--- src/rtl/screen_pkg.sv ---
// Shared types and constants for the screen sequencer.
package screen_pkg;

  typedef enum logic [1:0] {
    START   = 2'd0,
    CAPTURE = 2'd1,
    THRESH  = 2'd2,
    DISPLAY = 2'd3
  } screen_t;

  localparam int H_ACTIVE_DEF = 1024;
  localparam int V_ACTIVE_DEF = 768;

  localparam int PIX_W = 12;
  localparam logic [PIX_W-1:0] RGB_BLACK = 12'h000;

endpackage

--- src/rtl/btn_edge_detect.sv ---
// Rising-edge detector for the debounced button level.
module btn_edge_detect (
  input  logic clk,
  input  logic rst_n,
  input  logic level,
  output logic rise
);

  logic level_p1;

  // Remember last cycle's level; reset to low so a button held through reset reads as a press
  always_ff @(posedge clk or negedge rst_n) begin
    if (!rst_n) begin
      level_p1 <= 1'b0;
    end else begin
      level_p1 <= level;
    end
  end

  assign rise = level & ~level_p1;

endmodule

--- src/rtl/screen_sequencer.sv ---
// Frame-synchronous screen sequencer: moves between START, CAPTURE, THRESH and
// DISPLAY only at the top-left pixel of a frame and selects the matching pixel source.
module screen_sequencer
  import screen_pkg::*;
#(
  parameter int H_ACTIVE       = H_ACTIVE_DEF,
  parameter int V_ACTIVE       = V_ACTIVE_DEF,
  parameter int HOLD_FRAMES    = 4,
  parameter int TIMEOUT_FRAMES = 600
) (
  input  logic             clk_in,
  input  logic             rst_in_n,
  input  logic [10:0]      hcount_in,
  input  logic [9:0]       vcount_in,
  input  logic             btnc_in,
  input  logic             sw_state_in,
  input  logic             thresh_done_in,
  input  logic [PIX_W-1:0] start_pixel_in,
  input  logic [PIX_W-1:0] cam_pixel_in,
  input  logic [PIX_W-1:0] thresh_pixel_in,
  input  logic [PIX_W-1:0] disp_pixel_in,
  output logic [PIX_W-1:0] pixel_out,
  output logic [1:0]       state_out,
  output logic             state_change_out,
  output logic             freeze_out
);

  localparam int CNT_W = $clog2(TIMEOUT_FRAMES + 1);
  localparam logic [CNT_W-1:0] CNT_MAX  = CNT_W'(TIMEOUT_FRAMES);
  localparam logic [CNT_W-1:0] CNT_TO   = CNT_W'(TIMEOUT_FRAMES - 1);
  localparam logic [CNT_W-1:0] CNT_HOLD = CNT_W'(HOLD_FRAMES);
  localparam logic [CNT_W-1:0] CNT_ONE  = CNT_W'(1);
  localparam logic [10:0]      H_LIM    = 11'(H_ACTIVE);
  localparam logic [9:0]       V_LIM    = 10'(V_ACTIVE);

  // Frame counter advance that parks at the timeout value instead of wrapping
  function automatic logic [CNT_W-1:0] sat_inc(input logic [CNT_W-1:0] cnt);
    return (cnt >= CNT_MAX) ? cnt : cnt + CNT_ONE;
  endfunction

  screen_t          state_q;
  screen_t          next_state;
  logic             req_q;
  logic [CNT_W-1:0] frames_q;
  logic             state_change_q;
  logic             freeze_q;
  logic             rise;
  logic             tick;
  logic             eff_req;
  logic             hold_ok;
  logic             active;
  logic [PIX_W-1:0] src_pix;
  logic [PIX_W-1:0] pix_p1;

  btn_edge_detect u_btn_edge (
    .clk   (clk_in),
    .rst_n (rst_in_n),
    .level (btnc_in),
    .rise  (rise)
  );

  assign tick    = (hcount_in == 11'd0) && (vcount_in == 10'd0);
  assign eff_req = req_q | rise;
  assign hold_ok = frames_q >= CNT_HOLD;
  assign active  = (hcount_in < H_LIM) && (vcount_in < V_LIM);

  // Next-screen decision; only a frame tick may move the state
  always_comb begin
    next_state = state_q;
    if (tick) begin
      case (state_q)
        START:   if (eff_req && hold_ok && sw_state_in) next_state = CAPTURE;
        CAPTURE: if (eff_req && hold_ok)                next_state = THRESH;
        THRESH:  if (thresh_done_in)                    next_state = DISPLAY;
        DISPLAY: if ((eff_req && hold_ok) || (frames_q == CNT_TO)) next_state = START;
        default: next_state = START;
      endcase
    end
  end

  // Source select follows the next state so the tick pixel already comes from the new screen
  always_comb begin
    src_pix = RGB_BLACK;
    case (next_state)
      START:   src_pix = start_pixel_in;
      CAPTURE: src_pix = cam_pixel_in;
      THRESH:  src_pix = thresh_pixel_in;
      DISPLAY: src_pix = disp_pixel_in;
      default: src_pix = RGB_BLACK;
    endcase
  end

  // Screen state, press latch, frame counter and registered status outputs
  always_ff @(posedge clk_in or negedge rst_in_n) begin
    if (!rst_in_n) begin
      state_q        <= START;
      req_q          <= 1'b0;
      frames_q       <= '0;
      state_change_q <= 1'b0;
      freeze_q       <= 1'b0;
    end else begin
      state_q        <= next_state;
      state_change_q <= (next_state != state_q);
      freeze_q       <= (next_state == THRESH) || (next_state == DISPLAY);
      if (tick) begin
        // Presses never outlive the frame they were made in
        req_q    <= 1'b0;
        frames_q <= (next_state != state_q) ? '0 : sat_inc(frames_q);
      end else begin
        req_q    <= req_q | rise;
      end
    end
  end

  // Output pixel register: one cycle after the coordinates, black outside the active area
  always_ff @(posedge clk_in or negedge rst_in_n) begin
    if (!rst_in_n) begin
      pix_p1 <= RGB_BLACK;
    end else begin
      pix_p1 <= active ? src_pix : RGB_BLACK;
    end
  end

  assign pixel_out        = pix_p1;
  assign state_out        = state_q;
  assign state_change_out = state_change_q;
  assign freeze_out       = freeze_q;

endmodule

--- config.mk ---
export PLATFORM = sky130hd
export DESIGN_NAME = screen_sequencer
export DESIGN_NICKNAME = d
export VERILOG_FILES = /design/src/rtl/screen_pkg.sv /design/src/rtl/btn_edge_detect.sv /design/src/rtl/screen_sequencer.sv
export SDC_FILE = /design/constraint.sdc
export NUM_CORES = 1
export LEC_CHECK = 0
export CAP_MARGIN = 20
export CORE_ASPECT_RATIO = 0.6
export CORE_MARGIN = 4
export CORE_UTILIZATION = 42
export CTS_CLUSTER_DIAMETER = 50
export CTS_CLUSTER_SIZE = 10
export DETAILED_ROUTE_END_ITERATION = 6
export PLACE_DENSITY = 0.8
export SLEW_MARGIN = 20
export SYNTH_ARGS = -nofsm -noshare
export SYNTH_HDL_FRONTEND = slang
export SYNTH_SLANG_ARGS = --single-unit
--- constraint.sdc ---
create_clock -name clk_in -period 3 [get_ports clk_in]
set_input_delay 0.3 -clock clk_in [delete_from_list [all_inputs] [get_ports clk_in]]
set_output_delay 0.3 -clock clk_in [all_outputs]
set_load 0.01 [all_outputs]
Yosys cells after proc, flatten, opt, wreduce, memory -nomap -nowiden:

Index checks and enable logic that the tools add are counted.

* equality and inequality tests: 9
* muxes and demuxes: 11
* shift operators: 0
* add/subtract/negate cells: 1
* reductions and logical operators: 11
* order comparisons: 4
* multipliers: 0
* divide/modulo/power cells: 0
* bitwise operators: 3

Operators with widths (number)
* $pmux 12 s4: 1
* $mux 10: 2
* $mux 12: 1
* $logic_not 11->1: 1
* $lt 11x11->1 const B: 1
* $add 10x1->10 const B: 1
* $eq 10x10->1 const B: 1
* $ge 10x10->1 const B: 1
* $ge 10x3->1 const B: 1
* $logic_not 10->1: 1
* $lt 10x10->1 const B: 1
* $mux 2: 5
* $eq 2x2->1 const B: 4
* $pmux 2 s4: 1
* $eq 2x1->1 const B: 2
* $logic_and 1x1->1: 4
* $logic_not 2->1: 2
* $logic_or 1x1->1: 2
* $ne 2x2->1: 1
* $ne 2x2->1 const B: 1
* $reduce_and 2->1: 1
* $and 1x1->1: 1
* $mux 1: 1
* $not 1->1: 1
* $or 1x1->1: 1

* latch bits: 0
* output and inout bits: 16
* word-level logic and storage cells: 46
* ROM bits: 0
* input bits: 74
* memories: 0
* bits in writable memories: 0
* register bits: 28

Depth between registers and ports, before layout:

Gate-level depths: netlist of the first run.

* depth in word-level cells: 11
* mapped depth: 9

Modules after synthesis:

A second synthesis of the first run with hierarchy kept.

* cell total of the unflattened synthesis: 144
* area total of the unflattened synthesis: 1536.5 um2

Modules (own cells, without submodules)
* screen_sequencer: cells an instance 142, area each 1497.7 um2, times used 1
* btn_edge_detect: cells an instance 2, area each 38.8 um2, times used 1

Worst setup path after synthesis of the first run:

No wires, ideal clock.

* kind: register -> register
* start point: register frames_q[3]
* end point: register pix_p1[4] (netlist: pixel_out[4])
* arrival time: 2208 ps
* library setup time: 128 ps
* period minus slack after synthesis: 2336 ps
* stages on the path, launching flop included: 9
* data required time: 2872 ps
* slack: 664 ps
* path through: dfrtp_1 buf_6 nor4_4 nand4_2 a2111oi_4 buf_6 mux2_1 a22oi_1 mux2i_1

* word-level cells in the longest chain between the ends: 9
* elaborated cells between the ends (all ways): 16
* those cells by class: order compare (1); eq/ne (4); mux (7); reduce/logical (4)

Ends and longest elaborated chain
* from (decl): line screen_sequencer.sv:44 `logic [CNT_W-1:0] frames_q;`
* from (signal assigned): line screen_sequencer.sv:108 `frames_q <= (next_state != state_q) ? '0 : sat_inc(frames_q);`
* $ge 10x3->1: line screen_sequencer.sv:64 `assign hold_ok = frames_q >= CNT_HOLD;`
* $logic_and 1x1->1: line screen_sequencer.sv:72, screen_sequencer.sv:73, screen_sequencer.sv:75
* $logic_or 1x1->1 / $logic_and 1x1->1 (equally long branches): line screen_sequencer.sv:75, screen_sequencer.sv:72
* $mux 2, on equally long branches: line screen_sequencer.sv:75, screen_sequencer.sv:72
* $pmux 2 s4 (*): line screen_sequencer.sv:71 `case (state_q)`
* $mux 2 (*): line screen_sequencer.sv:70 `if (tick) begin`
* $eq 2x2->1, or another cell as far along: line screen_sequencer.sv:84 `case (next_state)`
* $pmux 12 s4 (*): line screen_sequencer.sv:84
* $mux 12 (*): line screen_sequencer.sv:120 `pix_p1 <= active ? src_pix : RGB_BLACK;`
* to (signal assigned): line screen_sequencer.sv:120
* to (decl): line screen_sequencer.sv:53 `logic [PIX_W-1:0] pix_p1;`

Every way passes the cells marked *; elsewhere a longest branch is shown, timed or not.
A chain may end at the register's enable or synchronous reset.

Worst setup path after layout of the first run:

* start point: register frames_q[3]
* end point: register pix_p1[11] (netlist: pixel_out[11])

Same word-level chain as after synthesis.

==> flow_metrics.py, run 1 <==
metrics = {
    "finish": {
        "drive_gt1_share_pct": 12.4,
        "syn_to_final_growth_pct": 49.2,
        "final_common_cell": "clkdlybuf4s50_1",
        "fin_nets": 368,
        "fin_cells": 354,
        "insertedDiodeCount": 0,
        "final_cell_mix": "clkdlybuf4s50_1, dfrtp_1, nor2_1",
        "fin_area_um2": 3000,
        "n_fill_cell": 398,
    },
    "clock_tree": {
        "cts_num_sinks": 27,
        "cts_resized": 0,
        "cts_hold_buf": 0,
        "clockBufferDepth": 2,
        "clk_pin_slew_ns": 0.10,
        "post_cts_buffers": 0,
        "insertion_delay_ns": 0.28,
        "root_buffer": "clkbuf_8",
        "cts_made_buffers": 3,
        "cts_tree": "done",
        "h-tree-depth": 1,
    },
    "logic_synthesis": {
        "synth.top_cell.area_share_pct": 33.6,
        "syn_nets": 280,
        "syn_inst": 204,
        "synth_largest_area_cell": "dfrtp_1",
        "yosys_warnings": 0,
        "avgSynthCellArea_um2": 9.87,
        "yosys-top-cells-area": "dfrtp_1, mux2_2, mux2i_1",
        "ys_seq_area_share_pct": 33.6,
        "yosysUniqueCellTypes": 42,
        "synth_area_um2": 2010,
        "synth-seq-cells": 27,
    },
    "worst_setup_path": {
        "cp-end-kind": "flip-flop",
        "cp_max_fo": 26,
        "crit_chain": "nor4_4 -> o2bb2ai_1 -> a2111oi_4 -> buf_12 -> or2b_1 -> o221ai_1 -> mux2i_1",
        "cp.required_ns": 3.16,
        "worstSetupPathType": "reg -> reg",
        "critPathLaunchType": "flip-flop",
        "worstPathArrival_ns": 2.68,
        "critPathMaxStageDelay_ns": 0.50,
        "cpMaxStageDelayCell": "dfrtp_1",
    },
    "global_routing": {
        "grt_pass1_wl_mm": 9.05,
        "track_usage_pct": 19.0,
        "grt_start_max_net_pins": 28,
        "grt_antenna_before_repair": 0,
        "grt_pass1_vias": 1870,
        "overflow": 0,
    },
    "pwr": {
        "power_uw": 783,
        "seq_power_share_pct": 48.0,
        "switchingPower_uw": 189,
        "p_leak_nw": 1.21,
        "netSwitchingFraction_pct": 24.2,
        "internal_power_uw": 594,
        "p_clk_share_pct": 28.0,
        "p_per_area_nw_per_um2": 261,
        "power_frac_comb_pct": 24.1,
        "ir_drop_mv": 0.165,
    },
    "die": {
        "rows": 19,
        "dieHeight_um": 61.6,
        "die-width_um": 97.4,
        "io_pins": 90,
        "dieArea_um2": 6000,
        "design.core.area_um2": 4610,
        "start_util_pct": 43.7,
    },
    "timing": {
        "worstMarginPinSlew_ns": 0.709,
        "max_freq_ghz": 0.397,
        "fin_crit_sh_pct": 84.0,
        "report.final.slew_viol_count": 0,
        "tns_ns": 0,
        "hold_viol": 0,
        "finalSetupViolations": 0,
        "slew_headroom_pct": 52.4,
        "rsz0062_at_grt": "no",
        "fin_worst_skew_ns": 0.00247,
        "min_period_ns": 2.52,
    },
    "route": {
        "wl_met1_mm": 2.61,
        "ant_nets": 0,
        "routed_wl_mm": 5.76,
        "met3_length_um": 501,
        "wl_per_cell_um": 16.3,
        "drc": 0,
        "via_count": 1917,
        "drt_first_pass_iters": 4,
        "viasPerCell": 5.42,
        "drtIter0Drc": 118,
        "routed-wl-met2_mm": 2.57,
        "top_layer": "met4",
    },
    "placed_design": {
        "placed_cell_area_um2": 2950,
        "place_congestion": 0.904,
        "port-buffer-count": 89,
        "placed_cells": 350,
        "dp_hpwl_mm": 4.54,
    },
    "outcome": {
        "status": "completed",
    },
    "hold_path": {
        "hp-class": "in -> async",
    },
    "flow_run": {
        "maxCapViolations": 0,
    },
}
[through the flow]
step	worst slack [ns]	hold WS [ns]	utilization (%)
after floorplan	0.664	0.00441	-
after global placement	0.285	0.476	64.1
after detailed placement	0.223	0.488	64.1
after CTS	0.489	0.388	65.1
after global routing	0.273	0.411	65.1
final	0.480	0.380	65.1
[synthesized netlist by cell type (all sizes together)]
cell and n:
dfrtp 27, mux2 24, nor2 19, inv 16, a21oi 13, a22oi 12
mux2i 12, o221ai 12, buf 11, nor4 7, xor2 6, nand3 5
and2 4, nand2 4, and3 3, clkbuf 3, nand4 3, a2111oi 2
a21o 2, a31oi 2, ha 2, nor3 2, xnor2 2, a211o 1
a211oi 1, a32oi 1, and4 1, nor2b 1, o21ai 1, o21ba 1
o221a 1, o2bb2ai 1, o31ai 1, or2b 1
[power by group through the flow]
stage	sequential [mW]	clock (mW)	combinational, mW
final	0.376	0.219	0.188
after global routing	0.377	0.241	0.203
after CTS	0.376	0.229	0.190
after detailed placement	0.383	0	0.188
after global placement	0.383	0	0.185
after floorplan	0.387	0	0.0466
[routing by layer]
metal  vias to the layer above  global-route usage, %
met5                         -                      0
met2                        82                   29.8
met1                       893                   26.0
li1                        934                      -
met4                         0                   6.31
met3                         8                   4.98
[final cells by class]
type	count	area [um^2]	share of cell area, %
multi-input combinational	147	1180	39.2
sequential	27	676	22.5
clock inverter	1	7.51	0.250
inverter	16	60.1	2.00
tap	63	78.8	2.62
timing repair buffer	97	963	32.1
clock buffer	3	41.3	1.38
[cells by family after synthesis]
group / after synthesis / share of synthesized area [%]
AOI/OAI and AO/OA: 51 / 20.1
and+or+nand+nor: 50 / 14.2
muxes: 36 / 19.4
buffers and inverters: 30 / 8.02
DFF: 27 / 33.6
xor gates and xnor gates: 8 / 3.48
adders and majority gates: 2 / 1.24
[critical path, delay by kind of cell (launching register included)]
kind	cells	cell delay, ns
AND/OR/NAND/NOR	2	0.73
buffers and inverters	1	0.21
multiplexers	1	0.10
flip-flops	1	0.50
AO/OA/AOI/OAI	3	0.84
[final timing paths]
| check | slack (ns) | endpoint | cells after the start | from |
|---|---|---|---|---|
| worst max-delay path | 0.48 | pixel_out[11]$_DFF_PN0_ | 7 | frames_q[3]$_DFFE_PN0P_ |
| worst max register to register | 0.48 | pixel_out[11]$_DFF_PN0_ | 7 | frames_q[3]$_DFFE_PN0P_ |
| worst min-delay path | 0.38 | pixel_out[0]$_DFF_PN0_ | 2 | rst_in_n |
| max in group asynchronous | 2.34 | frames_q[1]$_DFFE_PN0P_ | 2 | rst_in_n |
| min in group clk_in | 0.47 | u_btn_edge.level_p1$_DFF_PN0_ | 1 | btnc_in |
| worst min register to register | 0.51 | req_q$_DFF_PN0_ | 2 | req_q$_DFF_PN0_ |
[registers in the layout (all words and copies together) (netlist names)]
register and flops:
freeze_out 1, frames_q 10, pixel_out 12, req_q 1, state_out 1, state_change_out 1
u_btn_edge.level_p1 1
No activity file was read; power rests on OpenSTA's default activity.
==> inputs of run 2 (changes only) <==
==> constraint.sdc (replaced) <==
create_clock -name clk_in -period 2.44 [get_ports clk_in]
set_input_delay 0.244 -clock clk_in [delete_from_list [all_inputs] [get_ports clk_in]]
set_output_delay 0.244 -clock clk_in [all_outputs]
set_load 0.01 [all_outputs]
==> run 2 against run 1 <==
  * Worst setup slack got worse by 0.38 ns
  * First-iteration DRC count fell by 11%
  * Global-route usage rose by 1.1 points
  * Sequential share of layout area fell by 1.1 points
  * Power up 22%
  * Maximum frequency grew 7.6%
  * Routed wire length is 5.6% higher
  * Clock-buffer cell count is 1 higher
  * Cell count grew 4.2%
  * Die area unchanged
  * Non-clock buffer count is 15 higher
==> flow_metrics.py, run 2 (synthesized netlist as in run 1, its figures left out) <==
metrics = {
    "timing": {
        "setup_slack_ns": 0.0978,
        "fin_worst_skew_ns": 0.0119,
        "rsz0062_at_grt": "no",
        "slew_headroom_pct": 69.0,
        "worstMarginPinSlew_ns": 0.466,
        "max_freq_ghz": 0.427,
        "min_period_ns": 2.34,
        "report.final.slew_viol_count": 0,
        "fin_crit_sh_pct": 96.0,
        "tns_ns": 0,
        "finalSetupViolations": 0,
        "hold_viol": 0,
    },
    "clock_tree": {
        "cts_num_sinks": 27,
        "cts_made_buffers": 3,
        "clk_pin_slew_ns": 0.10,
        "root_buffer": "clkbuf_8",
        "insertion_delay_ns": 0.28,
        "cts_tree": "done",
        "h-tree-depth": 1,
        "clockBufferDepth": 2,
    },
    "worst_setup_path": {
        "cpMaxStageDelayCell": "dfrtp_1",
        "worstPathArrival_ns": 2.50,
        "cp_max_fo": 18,
        "critPathMaxStageDelay_ns": 0.38,
        "cp_top_family": "compound AO/OA/AOI/OAI gates",
        "crit_chain": "ha_1 -> and2_1 -> nand4_2 -> a2111oi_4 -> buf_12 -> mux2_2 -> a22oi_1 -> mux2i_1",
        "worstSetupPathType": "reg -> reg",
        "critPathLaunchType": "flip-flop",
        "cp.required_ns": 2.60,
        "cp-end-kind": "flip-flop",
        "worst-path-buf-inv": 1,
    },
    "finish": {
        "final_util_pct": 68.5,
        "final_cell_mix": "clkdlybuf4s50_1, dfrtp_1, buf_4",
        "insertedDiodeCount": 0,
        "syn_to_final_growth_pct": 57.0,
        "fin_nets": 383,
        "n_fill_cell": 374,
        "final_common_cell": "clkdlybuf4s50_1",
        "drive_gt1_share_pct": 18.3,
        "largest_register_ffs": 12,
    },
    "pwr": {
        "p_leak_nw": 1.33,
        "p_per_area_nw_per_um2": 302,
        "ir_drop_mv": 0.214,
    },
    "route": {
        "routed_wl_mm": 6.08,
        "viasPerCell": 5.33,
        "via_count": 1967,
        "ant_nets": 0,
        "wl_per_cell_um": 16.5,
        "drt_first_pass_iters": 4,
        "drc": 0,
        "drtIter0Drc": 105,
    },
    "global_routing": {
        "grt_start_max_net_pins": 28,
        "overflow": 0,
        "grt_pass1_wl_mm": 9.67,
        "grt_antenna_before_repair": 0,
        "track_usage_pct": 20.1,
        "grt_pass1_vias": 1963,
    },
    "placed_design": {
        "dp_hpwl_mm": 4.68,
        "port-buffer-count": 89,
        "place_congestion": 0.982,
        "place_ws_ns": -0.223,
    },
    "outcome": {
        "status": "completed",
    },
    "die": {
        "rows": 19,
        "dieArea_um2": 6000,
        "dieHeight_um": 61.6,
        "start_util_pct": 43.7,
        "design.core.area_um2": 4610,
        "io_pins": 90,
        "die-width_um": 97.4,
    },
    "hold_path": {
        "hp-class": "in -> async",
    },
    "flow_run": {
        "maxCapViolations": 0,
    },
}
-- run 2: cell count changes in the layout (fill, tap and decap cells not counted), sizes merged --
| cell | previous run | this run |
|---|---|---|
| buf | 8 | 23 |
| clkbuf | 3 | 4 |
| clkinvlp | 1 | 0 |
-- run 2: worst reg2reg max path: stages (launching register included) --
cell and delay (ns):
dfrtp_1 0.38, ha_1 0.17, and2_1 0.23, nand4_2 0.18
a2111oi_4 0.38, buf_12 0.21, mux2_2 0.35, a22oi_1 0.21
mux2i_1 0.12
-- run 2: final cells by class --
cell class / instances / area, um^2 / area share, %
Clock buffer: 4 / 45.0 / 1.43
Inverter: 16 / 60.1 / 1.90
Multi-Input combinational cell: 147 / 1210 / 38.4
Sequential cell: 27 / 676 / 21.4
Tap cell: 63 / 78.8 / 2.49
Timing Repair Buffer: 112 / 1090 / 34.4
-- run 2: per-stage QoR --
stage | total power [mW] | area [um^2] | hold slack, ns | cells
floorplan | 0.533 | 2010 | -0.0516 | 204
global placement | 0.700 | 3070 | 0.488 | 364
detailed placement | 0.704 | 3070 | 0.502 | 364
CTS | 0.961 | 3120 | 0.348 | 368
global route | 0.997 | 3160 | 0.379 | 369
finish | 0.955 | 3160 | 0.334 | 369
-- run 2: what timing repair did --
item,CTS,global route
hold buffers,0,0
setup endpoints to repair,4,12
resized for setup,0,7
pin swaps,1,0
buffers inserted,0,1
-- run 2: path summary, 6_finish.rpt --
kind	to	slack, ns	cells after the start	start
max reg2reg	pixel_out[10]$_DFF_PN0_	0.1	8	frames_q[1]$_DFFE_PN0P_
min in group clk_in	u_btn_edge.level_p1$_DFF_PN0_	0.43	1	btnc_in
min reg2reg	req_q$_DFF_PN0_	0.54	2	req_q$_DFF_PN0_
max	pixel_out[10]$_DFF_PN0_	0.1	8	frames_q[1]$_DFFE_PN0P_
min	pixel_out[0]$_DFF_PN0_	0.33	2	rst_in_n
max in group asynchronous	state_out[0]$_DFF_PN0_	1.82	2	rst_in_n
-- run 2: per-layer routing --
layer / part of all wire [%] / vias up / GRT usage (%)
met5: 0 / - / 0
met4: 0.61 / 0 / 3.75
met3: 6.3 / 4 / 5.09
met2: 47 / 64 / 34.3
met1: 46 / 941 / 26.6
li1: - / 958 / -
-- run 2: report_power, final --
| part | internal, mW | switching, mW | total (mW) |
|---|---|---|---|
| clock | 0.117 | 0.141 | 0.258 |
| sequential | 0.458 | 0.00385 | 0.462 |
| combinational | 0.159 | 0.0771 | 0.236 |
==> inputs of run 3 (changes only) <==
--- a/config.mk
+++ b/config.mk
@@ -6,9 +6,9 @@
 export NUM_CORES = 1
 export LEC_CHECK = 0
 export CAP_MARGIN = 20
-export CORE_ASPECT_RATIO = 0.6
+export CORE_ASPECT_RATIO = 0.75
 export CORE_MARGIN = 4
-export CORE_UTILIZATION = 42
+export CORE_UTILIZATION = 38
 export CTS_CLUSTER_DIAMETER = 50
 export CTS_CLUSTER_SIZE = 10
 export DETAILED_ROUTE_END_ITERATION = 6
@@ -16,4 +16,6 @@
 export SLEW_MARGIN = 20
 export SYNTH_ARGS = -nofsm -noshare
 export SYNTH_HDL_FRONTEND = slang
+export SYNTH_HIERARCHICAL = 1
 export SYNTH_SLANG_ARGS = --single-unit
+export TNS_END_PERCENT = 10
==> run 3 against run 2 <==
  * Critical path depth fell by 1
  * Global-route usage down 2.8 points
  * Synthesized cell count decreased by 29%
  * Sequential power is essentially flat
  * Largest power group unchanged
  * Highest routed layer unchanged
  * Combinational power shrank 20%
  * Maximum frequency is 1.0% higher
  * Routed wire length decreased by 27%
  * First-iteration DRC count is 28% lower
==> flow_metrics.py, run 3 <==
metrics = {
    "finish": {
        "syn_to_final_growth_pct": 71.4,
        "insertedDiodeCount": 0,
        "fin_cells": 298,
        "final_cell_mix": "clkdlybuf4s50_1, dfrtp_1, mux2i_1",
        "multi_input_area_um2": 797,
        "regArea_um2": 676,
        "largest_register_ffs": 12,
        "final_common_cell": "clkdlybuf4s50_1",
        "n_fill_cell": 309,
        "fin_nets": 323,
        "drive_gt1_share_pct": 10.2,
    },
    "logic_synthesis": {
        "syn_nets": 220,
        "synth_area_um2": 1540,
        "avgSynthCellArea_um2": 10.7,
        "yosysMostFrequentCell": "dfrtp_1",
        "synth_edf_count": 0,
        "async_flop_share_pct": 100,
        "synth_commonest_cells": "dfrtp_1, mux2i_1, nor2_1",
        "synth.top_cell.area_share_pct": 44.0,
        "syn_inst": 144,
        "yosys-top-cells-area": "dfrtp_1, mux2i_1, o22ai_1",
        "synth-seq-cells": 27,
        "synth_largest_area_cell": "dfrtp_1",
        "ys_seq_area_share_pct": 44.0,
        "yosys_warnings": 6,
        "synthFlopType": "dfrtp_1",
        "yosysUniqueCellTypes": 34,
    },
    "timing": {
        "worstMarginPinSlew_ns": 0.428,
        "min_period_ns": 2.32,
        "setup_slack_ns": 0.121,
        "timing.hold.ws_ns": 0.332,
        "rsz0062_at_grt": "no",
        "fin_worst_skew_ns": 0.00333,
        "max_freq_ghz": 0.431,
        "hold_viol": 0,
        "fin_crit_sh_pct": 95.0,
        "report.final.slew_viol_count": 0,
        "finalSetupViolations": 0,
        "tns_ns": 0,
        "slew_headroom_pct": 71.4,
    },
    "die": {
        "dieHeight_um": 63.1,
        "die-width_um": 81.4,
        "io_pins": 90,
        "rows": 19,
        "design.core.area_um2": 3780,
        "start_util_pct": 40.6,
        "dieArea_um2": 5140,
    },
    "route": {
        "routed_wl_mm": 4.43,
        "drtIter0Drc": 76,
        "wl_per_cell_um": 14.8,
        "viasPerCell": 5.06,
        "ant_nets": 0,
        "drt_first_pass_iters": 4,
        "drc": 0,
        "via_count": 1507,
    },
    "clock_tree": {
        "cts_num_sinks": 27,
        "clk_pin_slew_ns": 0.10,
        "clockBufferDepth": 2,
        "cts_resized": 0,
        "insertion_delay_ns": 0.27,
        "cts_hold_buf": 0,
        "cts_tree": "done",
        "post_cts_buffers": 0,
        "cts_made_buffers": 3,
        "root_buffer": "clkbuf_8",
        "h-tree-depth": 1,
    },
    "worst_setup_path": {
        "cp-end-kind": "flip-flop",
        "cp_max_fo": 8,
        "reg2regPathDepth": 7,
        "cp.required_ns": 2.59,
        "critPathLaunchType": "flip-flop",
        "regToRegSetupSlack_ns": 0.12,
        "worstSetupPathType": "reg -> reg",
        "timing.rr.start": "frames_q[3]$_DFFE_PN0P_",
        "worstPathArrival_ns": 2.47,
        "timing.rr.end": "pixel_out[0]$_DFF_PN0_",
    },
    "placed_design": {
        "place_congestion": 0.919,
        "place_ws_ns": 0.0219,
        "placed_cells": 294,
        "port-buffer-count": 89,
        "dp_hpwl_mm": 3.58,
    },
    "pwr": {
        "ir_drop_mv": 0.261,
        "p_per_area_nw_per_um2": 347,
        "p_leak_nw": 1.07,
    },
    "global_routing": {
        "grt_start_max_net_pins": 28,
        "grt_antenna_before_repair": 0,
        "track_usage_pct": 17.3,
        "grt_pass1_wl_mm": 6.96,
        "grt_pass1_vias": 1467,
        "overflow": 0,
    },
    "flow_run": {
        "maxCapViolations": 0,
    },
    "hold_path": {
        "hp-class": "in -> async",
    },
    "outcome": {
        "status": "completed",
    },
}
==> run 3: power by group <==
part	switching [mW]	internal, mW	total, mW	leakage [nW]
Clock	0.147	0.116	0.263	0.0217
Sequential	0.00311	0.458	0.461	0.350
Combinational	0.0516	0.138	0.189	0.699
==> run 3: cells by family (layout without fill, tap and decap cells) <==
kind of cell / Yosys count / in the layout / synth area share (%)
adders and majority gates: 2 / 2 / 1.63
DFF: 27 / 27 / 44.0
buffers and inverters: 11 / 113 / 4.15
and+or+nand+nor: 45 / 45 / 16.2
muxes: 24 / 24 / 15.6
xor gates and xnor gates: 8 / 8 / 4.56
AOI/OAI and AO/OA: 27 / 27 / 13.8
==> run 3: metal layers <==
layer	routed length [um]	GRT usage [%]	vias to the layer above
li1	-	-	739
met1	1820	23.2	697
met2	2200	27.6	63
met3	332	3.85	8
met4	70	4.85	0
met5	0	0	-
==> run 3: critical path, cell delays in order, from the launching register on <==
cell	delay [ns]
dfrtp_1	0.48
nor4_4	0.36
and4_1	0.29
a211oi_2	0.11
a311oi_4	0.37
buf_4	0.26
mux2i_1	0.24
o22ai_1	0.10
==> run 3: worst max path at each step <==
stage | from | end | slack, ns | cells past startpoint
final | frames_q[3]$_DFFE_PN0P_ | pixel_out[0]$_DFF_PN0_ | 0.12 | 7
after global placement | btnc_in | pixel_out[0]$_DFF_PN0_ | 0.04 | 10
after floorplan | frames_q[3]$_DFFE_PN0P_ | pixel_out[2]$_DFF_PN0_ | 0.25 | 7
after CTS | frames_q[9]$_DFFE_PN0P_ | pixel_out[0]$_DFF_PN0_ | 0.12 | 8
after global routing | frames_q[9]$_DFFE_PN0P_ | pixel_out[11]$_DFF_PN0_ | 0.03 | 8
after detailed placement | vcount_in[9] | pixel_out[0]$_DFF_PN0_ | 0.02 | 8
==> run 3: through the flow <==
stage	util, %	cell area [um^2]	power, mW
finish	69.7	2630	0.914
global route	69.7	2630	0.955
CTS	69.7	2630	0.922
detailed placement	68.4	2580	0.661
global placement	68.4	2580	0.658
floorplan	-	1540	0.502
==> run 3: final cells by class <==
| type | count | area share (%) |
|---|---|---|
| Clock buffer | 3 | 1.57 |
| Clock inverter | 1 | 0.285 |
| Inverter | 5 | 0.713 |
| Multi-Input combinational cell | 106 | 30.3 |
| Sequential cell | 27 | 25.7 |
| Tap cell | 52 | 2.47 |
| Timing Repair Buffer | 104 | 39.0 |
